===== src/rtl/dmem_stack_ctrl_pkg.sv =====
// Shared encodings for the RNBIP-2 data-memory / stack sequencer.
package dmem_ctrl_pkg;

    localparam logic [2:0] OP_LOAD  = 3'b000;
    localparam logic [2:0] OP_STORE = 3'b001;
    localparam logic [2:0] OP_PUSH  = 3'b010;
    localparam logic [2:0] OP_POP   = 3'b011;
    localparam logic [2:0] OP_CALL  = 3'b100;
    localparam logic [2:0] OP_RET   = 3'b101;

    typedef enum logic [2:0] {
        ST_IDLE,
        ST_DEC,
        ST_WRITE,
        ST_READ,
        ST_FAULT
    } state_t;

    typedef enum logic [1:0] {
        FC_NONE,
        FC_OVERFLOW,
        FC_UNDERFLOW,
        FC_ILLEGAL
    } fault_cause_t;

    // Classifies a request against the current SP before any state changes.
    function automatic fault_cause_t fault_cause(input logic [2:0] op,
                                                 input logic [7:0] sp,
                                                 input logic [7:0] sp_init,
                                                 input logic [7:0] sp_limit);
        fault_cause_t fc;
        fc = FC_NONE;
        case (op)
            OP_PUSH, OP_CALL: if (sp == sp_limit) fc = FC_OVERFLOW;
            OP_POP, OP_RET:   if (sp == sp_init)  fc = FC_UNDERFLOW;
            OP_LOAD, OP_STORE: fc = FC_NONE;
            default:          fc = FC_ILLEGAL;
        endcase
        return fc;
    endfunction

endpackage


===== src/rtl/dmem_stack_ctrl_if.sv =====
// Request handshake and memory-control bundle between decode and the stack sequencer.
interface dmem_stack_ctrl_if;
    logic       req_valid;
    logic [2:0] req_op;
    logic       req_ready;
    logic       sp_wr_en;
    logic [7:0] sp_wr_data;
    logic [7:0] sp_out;
    logic       wr;
    logic       s20;
    logic       s50;
    logic       load_rn;
    logic       load_pc;
    logic       done;
    logic       fault;
    logic       busy;

    modport master (
        output req_valid, req_op, sp_wr_en, sp_wr_data,
        input  req_ready, sp_out, wr, s20, s50, load_rn, load_pc, done, fault, busy
    );

    modport slave (
        input  req_valid, req_op, sp_wr_en, sp_wr_data,
        output req_ready, sp_out, wr, s20, s50, load_rn, load_pc, done, fault, busy
    );
endinterface


===== src/rtl/dmem_stack_ctrl.sv =====
// Data-memory / stack-pointer sequencer: one LOAD/STORE/PUSH/POP/CALL/RET at a time,
// registered memory controls and load strobes.
module dmem_stack_ctrl
    import dmem_ctrl_pkg::*;
#(
    parameter logic [7:0] SP_INIT  = 8'h00,
    parameter logic [7:0] SP_LIMIT = 8'hC0
) (
    input logic              clk,
    input logic              reset,
    dmem_stack_ctrl_if.slave bus
);

    state_t     state;
    logic [2:0] op_q;
    logic [7:0] sp;
    logic       wr_q, s20_q, s50_q, load_rn_q, load_pc_q, done_q, fault_q, busy_q;

    assign bus.req_ready = (state == ST_IDLE) && !bus.sp_wr_en;
    assign bus.sp_out    = sp;
    assign bus.wr        = wr_q;
    assign bus.s20       = s20_q;
    assign bus.s50       = s50_q;
    assign bus.load_rn   = load_rn_q;
    assign bus.load_pc   = load_pc_q;
    assign bus.done      = done_q;
    assign bus.fault     = fault_q;
    assign bus.busy      = busy_q;

    // Outputs are set on the transition into a state so they are valid for
    // exactly the cycles spent in it; every cycle starts from all-strobes-low.
    always_ff @(posedge clk) begin
        if (reset) begin
            state     <= ST_IDLE;
            op_q      <= OP_LOAD;
            sp        <= SP_INIT;
            wr_q      <= 1'b0;
            s20_q     <= 1'b0;
            s50_q     <= 1'b0;
            load_rn_q <= 1'b0;
            load_pc_q <= 1'b0;
            done_q    <= 1'b0;
            fault_q   <= 1'b0;
            busy_q    <= 1'b0;
        end else begin
            wr_q      <= 1'b0;
            s20_q     <= 1'b0;
            s50_q     <= 1'b0;
            load_rn_q <= 1'b0;
            load_pc_q <= 1'b0;
            done_q    <= 1'b0;
            fault_q   <= 1'b0;
            case (state)
                ST_IDLE: begin
                    busy_q <= 1'b0;
                    if (bus.sp_wr_en) begin
                        sp <= bus.sp_wr_data;
                    end else if (bus.req_valid) begin
                        op_q   <= bus.req_op;
                        busy_q <= 1'b1;
                        if (fault_cause(bus.req_op, sp, SP_INIT, SP_LIMIT) != FC_NONE) begin
                            state   <= ST_FAULT;
                            done_q  <= 1'b1;
                            fault_q <= 1'b1;
                        end else begin
                            case (bus.req_op)
                                OP_PUSH, OP_CALL: state <= ST_DEC;
                                OP_STORE: begin
                                    state  <= ST_WRITE;
                                    wr_q   <= 1'b1;
                                    s50_q  <= 1'b1;
                                    done_q <= 1'b1;
                                end
                                OP_POP: begin
                                    state     <= ST_READ;
                                    s20_q     <= 1'b1;
                                    load_rn_q <= 1'b1;
                                    done_q    <= 1'b1;
                                end
                                OP_RET: begin
                                    state     <= ST_READ;
                                    s20_q     <= 1'b1;
                                    load_pc_q <= 1'b1;
                                    done_q    <= 1'b1;
                                end
                                OP_LOAD: begin
                                    state     <= ST_READ;
                                    load_rn_q <= 1'b1;
                                    done_q    <= 1'b1;
                                end
                                default: begin
                                    state   <= ST_FAULT;
                                    done_q  <= 1'b1;
                                    fault_q <= 1'b1;
                                end
                            endcase
                        end
                    end
                end
                ST_DEC: begin
                    sp     <= sp - 8'd1;
                    state  <= ST_WRITE;
                    wr_q   <= 1'b1;
                    s20_q  <= 1'b1;
                    s50_q  <= (op_q == OP_PUSH);
                    done_q <= 1'b1;
                end
                ST_READ: begin
                    // Memory has already been read at the pre-increment SP.
                    if (op_q == OP_POP || op_q == OP_RET) sp <= sp + 8'd1;
                    state  <= ST_IDLE;
                    busy_q <= 1'b0;
                end
                default: begin
                    state  <= ST_IDLE;
                    busy_q <= 1'b0;
                end
            endcase
        end
    end

endmodule


===== src/flat_wrapper.sv =====
// flat-port wrapper written by rule: the top's interface ports become plain ports
module dmem_stack_ctrl_flat import dmem_ctrl_pkg::*;
#(
    parameter logic [7:0] SP_INIT  = 8'h00,
    parameter logic [7:0] SP_LIMIT = 8'hC0
)
  (clk, reset, bus_req_valid, bus_req_op, bus_sp_wr_en, bus_sp_wr_data, bus_req_ready, bus_sp_out, bus_wr, bus_s20, bus_s50, bus_load_rn, bus_load_pc, bus_done, bus_fault, bus_busy);
  dmem_stack_ctrl_if bus_i ();
  input logic clk;
  input logic reset;
  input wire logic [$bits(bus_i.req_valid)-1:0] bus_req_valid;
  input wire logic [$bits(bus_i.req_op)-1:0] bus_req_op;
  input wire logic [$bits(bus_i.sp_wr_en)-1:0] bus_sp_wr_en;
  input wire logic [$bits(bus_i.sp_wr_data)-1:0] bus_sp_wr_data;
  output wire logic [$bits(bus_i.req_ready)-1:0] bus_req_ready;
  output wire logic [$bits(bus_i.sp_out)-1:0] bus_sp_out;
  output wire logic [$bits(bus_i.wr)-1:0] bus_wr;
  output wire logic [$bits(bus_i.s20)-1:0] bus_s20;
  output wire logic [$bits(bus_i.s50)-1:0] bus_s50;
  output wire logic [$bits(bus_i.load_rn)-1:0] bus_load_rn;
  output wire logic [$bits(bus_i.load_pc)-1:0] bus_load_pc;
  output wire logic [$bits(bus_i.done)-1:0] bus_done;
  output wire logic [$bits(bus_i.fault)-1:0] bus_fault;
  output wire logic [$bits(bus_i.busy)-1:0] bus_busy;
  assign bus_i.req_valid = bus_req_valid;
  assign bus_i.req_op = bus_req_op;
  assign bus_i.sp_wr_en = bus_sp_wr_en;
  assign bus_i.sp_wr_data = bus_sp_wr_data;
  assign bus_req_ready = bus_i.req_ready;
  assign bus_sp_out = bus_i.sp_out;
  assign bus_wr = bus_i.wr;
  assign bus_s20 = bus_i.s20;
  assign bus_s50 = bus_i.s50;
  assign bus_load_rn = bus_i.load_rn;
  assign bus_load_pc = bus_i.load_pc;
  assign bus_done = bus_i.done;
  assign bus_fault = bus_i.fault;
  assign bus_busy = bus_i.busy;
  dmem_stack_ctrl #(.SP_INIT(SP_INIT), .SP_LIMIT(SP_LIMIT)) u_core (.clk(clk), .reset(reset), .bus(bus_i));
endmodule

===== config.mk =====
export PLATFORM = sky130hd
export DESIGN_NAME = dmem_stack_ctrl_flat
export DESIGN_NICKNAME = d
export VERILOG_FILES = /design/src/rtl/dmem_stack_ctrl_pkg.sv /design/src/rtl/dmem_stack_ctrl_if.sv /design/src/rtl/dmem_stack_ctrl.sv /design/src/flat_wrapper.sv
export SDC_FILE = /design/constraint.sdc
export NUM_CORES = 1
export LEC_CHECK = 0
export BUFFER_PORTS_ARGS = -buffer_cell sky130_fd_sc_hd__buf_2
export CAP_MARGIN = 20
export CELL_PAD_IN_SITES_DETAIL_PLACEMENT = 1
export CELL_PAD_IN_SITES_GLOBAL_PLACEMENT = 1
export CORE_ASPECT_RATIO = 0.9
export CORE_MARGIN = 5
export CORE_UTILIZATION = 42
export CTS_CLUSTER_SIZE = 25
export DETAILED_ROUTE_END_ITERATION = 8
export PLACE_DENSITY = 0.84
export SLEW_MARGIN = 20
export SYNTH_ARGS = -nofsm -noshare
export SYNTH_HDL_FRONTEND = slang
export SYNTH_SLANG_ARGS = --single-unit

===== constraint.sdc =====
create_clock -name clk -period 3.6 [get_ports clk]
set_input_delay 0.54 -clock clk [delete_from_list [all_inputs] [get_ports clk]]
set_output_delay 0.54 -clock clk [all_outputs]
set_load 0.005 [all_outputs]

# After elaboration in Yosys (flattened, before gate mapping)
# Cells that the tools add are included.
[word_totals]
ff_bits = 22
elab_cells = 88
[classes]
n_addsub = 2
n_eq_ne = 15
muxes = 38
bitwise = 3
n_reduce_logical = 19
[ops]
columns = ["operator", "count"]
rows = [
  ["8-bit one-hot mux with 3 select lines", 1],
  ["1-bit two-way mux", 19],
  ["8-bit two-way mux", 2],
  ["3-bit by 2-bit == test with 1-bit output, second input constant", 5],
  ["2-bit two-way mux", 5],
  ["1-bit one-hot mux with 2 select lines", 5],
  ["3-bit == test, second input constant", 3],
  ["3-bit two-way mux", 3],
  ["3-bit one-hot mux with 3 select lines", 1],
  ["8-bit by 1-bit adder with 8-bit output, second input constant", 1],
  ["8-bit == test, second input constant", 1],
  ["8-bit logical NOT", 1],
  ["2-bit OR reduction", 4],
  ["8-bit by 1-bit subtractor with 8-bit output, second input constant", 1],
  ["3-bit by 1-bit == test with 1-bit output, second input constant", 2],
  ["3-bit logical NOT", 2],
  ["2-bit inequality test, second input constant", 3],
  ["2-bit one-hot mux with 3 select lines", 1],
  ["3-bit one-hot mux with 2 select lines", 1],
  ["3-bit AND reduction", 2],
  ["6-bit OR reduction", 1],
  ["5-bit OR reduction", 1],
  ["4-bit OR reduction", 1],
  ["1-bit NOT", 3],
  ["8 further kinds", 8],
]

# Longest topological paths before layout
# Gate-level depths: netlist (run 1).
[logic_depth]
depth_word = 12
mapped_depth = 9
depth_no_buf = 8

# Least setup slack after synthesis (run 1)
# OpenSTA, ideal clock, no wires.
[synth_path]
path_type = "flip-flop to flip-flop"
start = "register u_core.state[0]"
end = "register u_core.sp[4], in the netlist u_core.bus.sp_out[4]"
setup_time_ns = 0.091
arrival_time_ns = 2.337
path_slack_ns = 1.172
stages_incl_launch_ff = 9
cell_sequence = "dfxtp_1 > buf_2 > nor2b_1 > nand2_1 > fa_1 > a211oi_1 > nor2_1 > or3_1 > a311oi_1"
[synth_via]
elab_chain_len = 3
elab_cells_between_ends = 8
classes_between = "4 x eq/ne; 1 x mux; 3 x reduce/logical"
[synth_rtl]
columns = ["item", "line_no", "source"]
rows = [
  ["start, declared", "dmem_stack_ctrl.sv:14", "state_t state;"],
  ["start signal, assigned", "dmem_stack_ctrl.sv:34", "state <= ST_IDLE;"],
  ["start signal, assigned", "dmem_stack_ctrl.sv:62", "state <= ST_FAULT;"],
  ["start signal, assigned", "dmem_stack_ctrl.sv:67", "OP_PUSH, OP_CALL: state <= ST_DEC;"],
  ["3-bit by 2-bit == test with 1-bit output, or another cell as far along", "dmem_stack_ctrl.sv:53", "case (state)"],
  ["2-bit by 1-bit inequality test with 1-bit output (no line), or another cell as far along", "-", ""],
  ["3-bit AND reduction (no line)", "-", ""],
  ["end signal, assigned", "dmem_stack_ctrl.sv:57", "sp <= bus.sp_wr_data;"],
  ["end signal, assigned", "dmem_stack_ctrl.sv:101", "sp <= sp - 8'd1;"],
  ["end signal, assigned", "dmem_stack_ctrl.sv:110", "if (op_q == OP_POP || op_q == OP_RET) sp <= sp + 8'd1;"],
  ["end, declared", "dmem_stack_ctrl.sv:16", "logic [7:0] sp;"],
]
# Parallel ways exist; a longest one is shown, timed or not.
# A chain may end at the register's enable or synchronous reset.

# Final worst setup path (run 1)
# Same ends and word-level chain as after synthesis.

==> flow_metrics.env, run 1 <==
export IMPL_run_status="finished, final reports clean"
export IMPL_min_from="u_core.bus.busy$_SDFFE_PP0P_"
export IMPL_setup_ws_ns=0.6556
export IMPL_r2r_end="u_core.bus.sp_out[4]$_SDFFE_PP0P_"
export IMPL_grt_antenna_before_repair=0
export IMPL_final_nets=204
export IMPL_area_growth_syn_to_layout_pct=16.03
export IMPL_fin_crit_ns=2.944
export IMPL_relSlewSlack_pct=36.88
export IMPL_wl_met3_um=170
export IMPL_yosysTopAreaCellShare_pct=32.99
export IMPL_final_area_um2=1549
export IMPL_fin_setup_tns_ns=0
export IMPL_cts_hold_buffers=0
export IMPL_yosysMostFrequentCell="dfxtp_1"
export IMPL_first_iter_violations=69
export IMPL_initial_core_util_pct=43.53
export IMPL_finish_utilization_pct=50.51
export IMPL_io_buffers=31
export IMPL_grt_pass1_wl_mm=6.320
export IMPL_diodes=0
export IMPL_placementRows=19
export IMPL_wirelength_mm=3.738
export IMPL_cp_required_ns=3.82
export IMPL_tightest_slew_ns=0.9417
export IMPL_slew_viol_final=0
export IMPL_htree_levels=1
export IMPL_ff2ff_setup_slack_ns=0.66
export IMPL_switchingPower_w=0.0001985
export IMPL_hold_viol_final=0
export IMPL_path_cells="nor2b_1 > nand2_1 > fa_1 > a211oi_1 > nor2_1 > or3_1 > a311oi_1"
export IMPL_place_area_um2=1496
export IMPL_synth_edff_count=0
export IMPL_drive_above_1_share_pct=23.76
export IMPL_worstReg2RegStart="u_core.state[0]$_SDFFE_PP0P_"
export IMPL_critical_path_class="flip-flop to flip-flop"
export IMPL_clkPwrFrac_pct=28.9
export IMPL_crit_fanout=10
export IMPL_top_layer="met4"
export IMPL_synth_top_area_cell="dfxtp_1"
export IMPL_skew_ns=0.005046
export IMPL_p_seq_share_pct=42.6
export IMPL_reg2reg_depth=7
export IMPL_die_w_um=69.43
export IMPL_syn_nets=177
export IMPL_cp_start_kind="flip-flop"
export IMPL_cts_buffer_depth=2
export IMPL_drc=0
export IMPL_die_height_um=63.49
export IMPL_synth_cells=155
export IMPL_holdPathEnd="u_core.bus.busy$_SDFFE_PP0P_"
export IMPL_root_buffer="clkbuf_4"
export IMPL_cts_clk_slew_worst_paths_ns=0.13
export IMPL_slowest_stage="dfxtp_1"
export IMPL_max_freq_ghz=0.3396
export IMPL_critPathTopFamily="simple AND/OR/NAND/NOR gates"
export IMPL_numCtsBuffers=3
export IMPL_clock_latency_ns=0.31
export IMPL_pwr_share_comb_pct=28.5
export IMPL_place_congestion=0.8263
export IMPL_grt_overflow=0
export IMPL_cts_resized=0
export IMPL_synth_top_flop_cell="dfxtp_1"
export IMPL_vias=1281
export IMPL_clock_sinks=22
export IMPL_rsz0062_at_grt="no"
export IMPL_first_pass_iters=4
export IMPL_crit_buf_inv=0
export IMPL_slowest_delay_ns=0.55
export IMPL_wl_met1_mm=1.536
export IMPL_wl_per_cell_um=16.76
export IMPL_p_leak_nw=0.6356
export IMPL_yosysWarnings=0
export IMPL_die_area_um2=4408
export IMPL_ys_ff_latch=22
export IMPL_synth_cell_types=40
export IMPL_syn_avg_cell_area_um2=8.613
export IMPL_drt_vias_per_instance=5.744
export IMPL_ys_seq_area_share_pct=32.99
export IMPL_syn_cell_area_um2=1335
export IMPL_p_sw_share_pct=30.38
export IMPL_worstHoldPathCells=2
export IMPL_crit_arrival_ns=3.17
export IMPL_synthTopCellsByArea="dfxtp_1 (33%), ha_1 (5.6%), a21oi_1 (4.9%)"
export IMPL_met2WireLength_mm=1.967
export IMPL_dp_hpwl_mm=2.825
export IMPL_num_io_pins=32
export IMPL_ir_drop_v=0.0001993
export IMPL_synth_commonest_cells="dfxtp_1 (22), nand2_1 (14), a21oi_1 (13), nor2_1 (13), a211oi_1 (7)"
export IMPL_maxCapViolCount=0
export IMPL_cts_tree="built"
export IMPL_grt_use_total_pct=17.41
export IMPL_grt_max_degree=21
export IMPL_grt_pass1_vias=1370
export IMPL_hp_class="flip-flop to flip-flop"
export IMPL_finalSetupViolations=0
export IMPL_async_flop_share_pct=0
export IMPL_ant_nets=0
export IMPL_core_um2=3067
export IMPL_power_density_nw_per_um2=421.8
export IMPL_post_cts_buffers=0
export IMPL_pre_cts_ws_ns=0.7341
export IMPL_end_kind="flip-flop"
export IMPL_p_int_w=0.0004548
export IMPL_finalCritPeriodShare_pct=81.79
[power by group through the flow]
| stage | Sequential, W | Clock, W | Combinational, W |
|---|---|---|---|
| 4_1_cts | 0.000278 | 0.000192 | 0.000187 |
| 3_5_place_dp | 0.000283 | 0 | 0.000185 |
| 5_1_grt | 0.000281 | 0.000200 | 0.000205 |
| 3_3_place_gp | 0.000282 | 0 | 0.000176 |
| 2_1_floorplan | 0.000279 | 0 | 0.000137 |
| 6_report | 0.000278 | 0.000189 | 0.000186 |
[flip-flops by register name (all words and copies together), names as in the netlist]
signal	flops
u_core.bus.sp_out	8
u_core.state	3
u_core.op_q	3
u_core.bus.done	1
u_core.bus.fault	1
u_core.bus.wr	1
u_core.bus.s50	1
u_core.bus.load_rn	1
u_core.bus.s20	1
u_core.bus.load_pc	1
u_core.bus.busy	1
[through the flow]
stage / hold WS [ns] / power [W] / instances
floorplan: 0.4501 / 0.0004164 / 155
global placement: 0.4441 / 0.0004585 / 219
detailed placement: 0.4568 / 0.0004686 / 219
CTS: 0.4754 / 0.0006579 / 223
global route: 0.4963 / 0.0006856 / 223
finish: 0.4675 / 0.0006533 / 223
[placed cells by master, fill, tap and decap left out, types with 4 or more instances in the layout]
| cell | instances |
|---|---|
| a21oi_1 | 13 |
| nand2_1 | 14 |
| a211oi_1 | 7 |
| ha_1 | 6 |
| xnor2_1 | 5 |
| o21ai_0 | 6 |
| nor2_1 | 13 |
| mux2i_1 | 4 |
| nor3_1 | 6 |
| buf_2 | 31 |
| nor2b_1 | 5 |
| dfxtp_1 | 22 |
[how the worst max path moves through the flow]
stage                                        end                          from  slack (ns)  cells past startpoint
2_1_floorplan  u_core.bus.sp_out[4]$_SDFFE_PP0P_  u_core.state[0]$_SDFFE_PP0P_        1.17                      8
6_report       u_core.bus.sp_out[4]$_SDFFE_PP0P_  u_core.state[0]$_SDFFE_PP0P_        0.66                      7
3_3_place_gp   u_core.bus.sp_out[4]$_SDFFE_PP0P_  u_core.state[0]$_SDFFE_PP0P_        0.99                      7
3_5_place_dp   u_core.bus.sp_out[4]$_SDFFE_PP0P_  u_core.state[0]$_SDFFE_PP0P_        0.73                      7
4_1_cts        u_core.bus.sp_out[4]$_SDFFE_PP0P_  u_core.state[0]$_SDFFE_PP0P_        0.67                      7
5_1_grt        u_core.bus.sp_out[4]$_SDFFE_PP0P_  u_core.state[0]$_SDFFE_PP0P_        0.42                      7
[area by class of cell]
class | instances | area [um2]
timing repair buffer | 31 | 155.1
fill | 386 | 1518
sequential | 22 | 440.4
clock buffer | 3 | 22.52
inverter | 2 | 7.507
multi-input combinational | 122 | 840.8
tap | 42 | 52.55
clock inverter | 1 | 30.03
[worst reg2reg max path, delay by kind of cell, from the launching register on]
| family | cells | cell delay, ns |
|---|---|---|
| AOI/OAI and AO/OA | 2 | 0.50 |
| adders and majority gates | 1 | 0.53 |
| and+or+nand+nor | 4 | 1.29 |
| DFF | 1 | 0.55 |
[layer usage]
| layer | GRT usage (%) | vias to the layer above |
|---|---|---|
| met2 | 33.57 | 33 |
| met5 | 0 | - |
| met1 | 18.59 | 624 |
| li1 | - | 616 |
| met3 | 3.180 | 8 |
| met4 | 6.585 | 0 |
[cells by family after synthesis]
kind of cell               count (synthesis)  share of synthesized area [%]
and+or+nand+nor                           59                          23.34
AOI/OAI and AO/OA                         44                          24.09
DFF                                       22                          32.99
buffers and inverters                     11                          4.030
xor gates and xnor gates                   7                          4.592
adders and majority gates                  7                          7.123
muxes                                      5                          3.843
(Power assumes the default switching activity.)
==> run 2: changes to the inputs <==
--- a/config.mk
+++ b/config.mk
@@ -11,10 +11,10 @@
 export CELL_PAD_IN_SITES_GLOBAL_PLACEMENT = 1
 export CORE_ASPECT_RATIO = 0.9
 export CORE_MARGIN = 5
-export CORE_UTILIZATION = 42
+export CORE_UTILIZATION = 35
 export CTS_CLUSTER_SIZE = 25
 export DETAILED_ROUTE_END_ITERATION = 8
-export PLACE_DENSITY = 0.84
+export PLACE_DENSITY = 0.75
 export SLEW_MARGIN = 20
 export SYNTH_ARGS = -nofsm -noshare
 export SYNTH_HDL_FRONTEND = slang
==> constraint.sdc (replaced) <==
create_clock -name clk -period 2.5 [get_ports clk]
set_input_delay 0.375 -clock clk [delete_from_list [all_inputs] [get_ports clk]]
set_output_delay 0.375 -clock clk [all_outputs]
set_load 0.005 [all_outputs]
==> run 2 against run 1 <==
Global-route usage shrank 1.3 points. Cell count grew 4.0%. First-iteration DRC count shrank 16%. Critical endpoint unchanged. Highest routed layer unchanged.
==> flow_metrics.env, run 2 (same netlist as run 1, synthesis figures left out) <==
export IMPL_io_buffers=31
export IMPL_dp_hpwl_mm=2.936
export IMPL_numCtsBuffers=3
export IMPL_grt_pass1_vias=1319
export IMPL_slowest_stage="fa_1"
export IMPL_htree_levels=1
export IMPL_clock_latency_ns=0.26
export IMPL_drive_above_1_share_pct=25.81
export IMPL_cts_buffer_depth=2
export IMPL_crit_arrival_ns=2.50
export IMPL_die_height_um=68.59
export IMPL_grt_use_total_pct=16.13
export IMPL_root_buffer="clkbuf_8"
export IMPL_switchingPower_w=0.0002986
export IMPL_final_nets=209
export IMPL_cts_hold_buffers=0
export IMPL_max_freq_ghz=0.4305
export IMPL_largest_register_ff_count=8
export IMPL_skew_ns=0.001638
export IMPL_finalSetupViolations=0
export IMPL_hold_viol_final=0
export IMPL_grt_antenna_before_repair=0
export IMPL_pwr_share_comb_pct=29.4
export IMPL_maxCapViolCount=0
export IMPL_end_kind="flip-flop"
export IMPL_p_int_w=0.0006393
export IMPL_worstReg2RegStart="u_core.state[2]$_SDFFE_PP0P_"
export IMPL_crit_end="u_core.bus.sp_out[4]$_SDFFE_PP0P_"
export IMPL_grt_overflow=0
export IMPL_total_power_w=0.0009379
export IMPL_path_cells="nor2b_1 > nand2_1 > fa_1 > a211oi_1 > nor2_1 > or3_1 > a311oi_1"
export IMPL_wirelength_mm=3.839
export IMPL_grt_max_degree=21
export IMPL_final_cell_mix="buf_2 (31), dfxtp_1 (22), nand2_1 (14), a21oi_1 (13), nor2_1 (13)"
export IMPL_p_sw_share_pct=31.84
export IMPL_cts_tree="built"
export IMPL_fin_crit_ns=2.323
export IMPL_crit_fanout=8
export IMPL_ant_nets=0
export IMPL_cts_clk_slew_worst_paths_ns=0.08
export IMPL_ir_drop_v=0.0002641
export IMPL_die_area_um2=5151
export IMPL_cp_startpoint="u_core.state[2]$_SDFFE_PP0P_"
export IMPL_place_congestion=0.8896
export IMPL_grt_pass1_wl_mm=6.361
export IMPL_r2r_end="u_core.bus.sp_out[4]$_SDFFE_PP0P_"
export IMPL_layout_commonest_cell="buf_2"
export IMPL_die_w_um=75.10
export IMPL_critical_path_class="flip-flop to flip-flop"
export IMPL_vias=1246
export IMPL_wl_per_cell_um=16.55
export IMPL_slew_viol_final=0
export IMPL_relSlewSlack_pct=60.07
export IMPL_first_pass_iters=4
export IMPL_rsz0062_at_grt="no"
export IMPL_reg2reg_depth=7
export IMPL_p_leak_nw=0.6617
export IMPL_finish_utilization_pct=43.03
export IMPL_diodes=0
export IMPL_initial_core_util_pct=36.04
export IMPL_ff2ff_setup_slack_ns=0.18
export IMPL_cp_required_ns=2.68
export IMPL_run_status="finished, final reports clean"
export IMPL_first_iter_violations=58
export IMPL_num_io_pins=32
export IMPL_drt_vias_per_instance=5.371
export IMPL_power_density_nw_per_um2=588.4
export IMPL_clock_sinks=22
export IMPL_placementRows=21
export IMPL_p_seq_share_pct=42.5
export IMPL_fin_setup_tns_ns=0
export IMPL_whs_ns=0.3785
export IMPL_drc=0
export IMPL_core_um2=3705
export IMPL_finalCritPeriodShare_pct=92.92
export IMPL_cts_resized=0
export IMPL_slowest_delay_ns=0.50
export IMPL_tightest_slew_ns=0.5944
export IMPL_cp_start_kind="flip-flop"
export IMPL_hp_class="primary input to flip-flop"
export IMPL_post_cts_buffers=0
export IMPL_area_growth_syn_to_layout_pct=19.40
export IMPL_clkPwrFrac_pct=28.1
## run 2: layout make-up
type | count | area, um2
multi-input combinational | 122 | 840.8
clock buffer | 4 | 55.05
sequential | 22 | 440.4
timing repair buffer | 36 | 192.7
tap | 46 | 57.56
fill | 457 | 2111
inverter | 2 | 7.507
## run 2: through the flow
| stage | cells | cell area, um2 | setup slack [ns] |
|---|---|---|---|
| 6_report | 232 | 1594 | 0.1770 |
| 3_3_place_gp | 228 | 1539 | 0.3144 |
| 5_1_grt | 232 | 1594 | 0.02115 |
| 4_1_cts | 232 | 1594 | 0.1723 |
| 3_5_place_dp | 228 | 1539 | 0.1994 |
| 2_1_floorplan | 155 | 1335 | 0.07173 |
## run 2: critical path: cells and delay by family, from the launching register on
kind,cells,cell delay [ns]
flops,1,0.37
fa+ha+maj,1,0.50
simple gates,4,0.86
compound gates,2,0.50
## run 2: power by group through the flow
stage	clock [W]	sequential (W)	combinational (W)
after floorplan	0	0.000402	0.000197
after global placement	0	0.000405	0.000263
after detailed placement	0	0.000407	0.000277
after CTS	0.000280	0.000398	0.000279
after global routing	0.000289	0.000403	0.000305
final	0.000264	0.000398	0.000275
## run 2: worst min-delay path by stage
stage	startpoint	end	depth (start not counted)
6_report	bus_sp_wr_data[3]	u_core.bus.sp_out[3]$_SDFFE_PP0P_	3
5_1_grt	bus_sp_wr_data[3]	u_core.bus.sp_out[3]$_SDFFE_PP0P_	3
4_1_cts	bus_sp_wr_data[3]	u_core.bus.sp_out[3]$_SDFFE_PP0P_	3
3_5_place_dp	u_core.bus.busy$_SDFFE_PP0P_	u_core.bus.busy$_SDFFE_PP0P_	2
3_3_place_gp	u_core.bus.busy$_SDFFE_PP0P_	u_core.bus.busy$_SDFFE_PP0P_	2
2_1_floorplan	u_core.op_q[0]$_SDFFE_PP0P_	u_core.op_q[0]$_SDFFE_PP0P_	2
## run 2: routing by layer
layer	vias up	part of all wire (%)	global-route usage, %
met4	0	0.86	3.333
met2	27	51	30.98
li1	624	-	-
met1	593	44	18.21
met5	-	0	0
met3	2	3.8	3.333
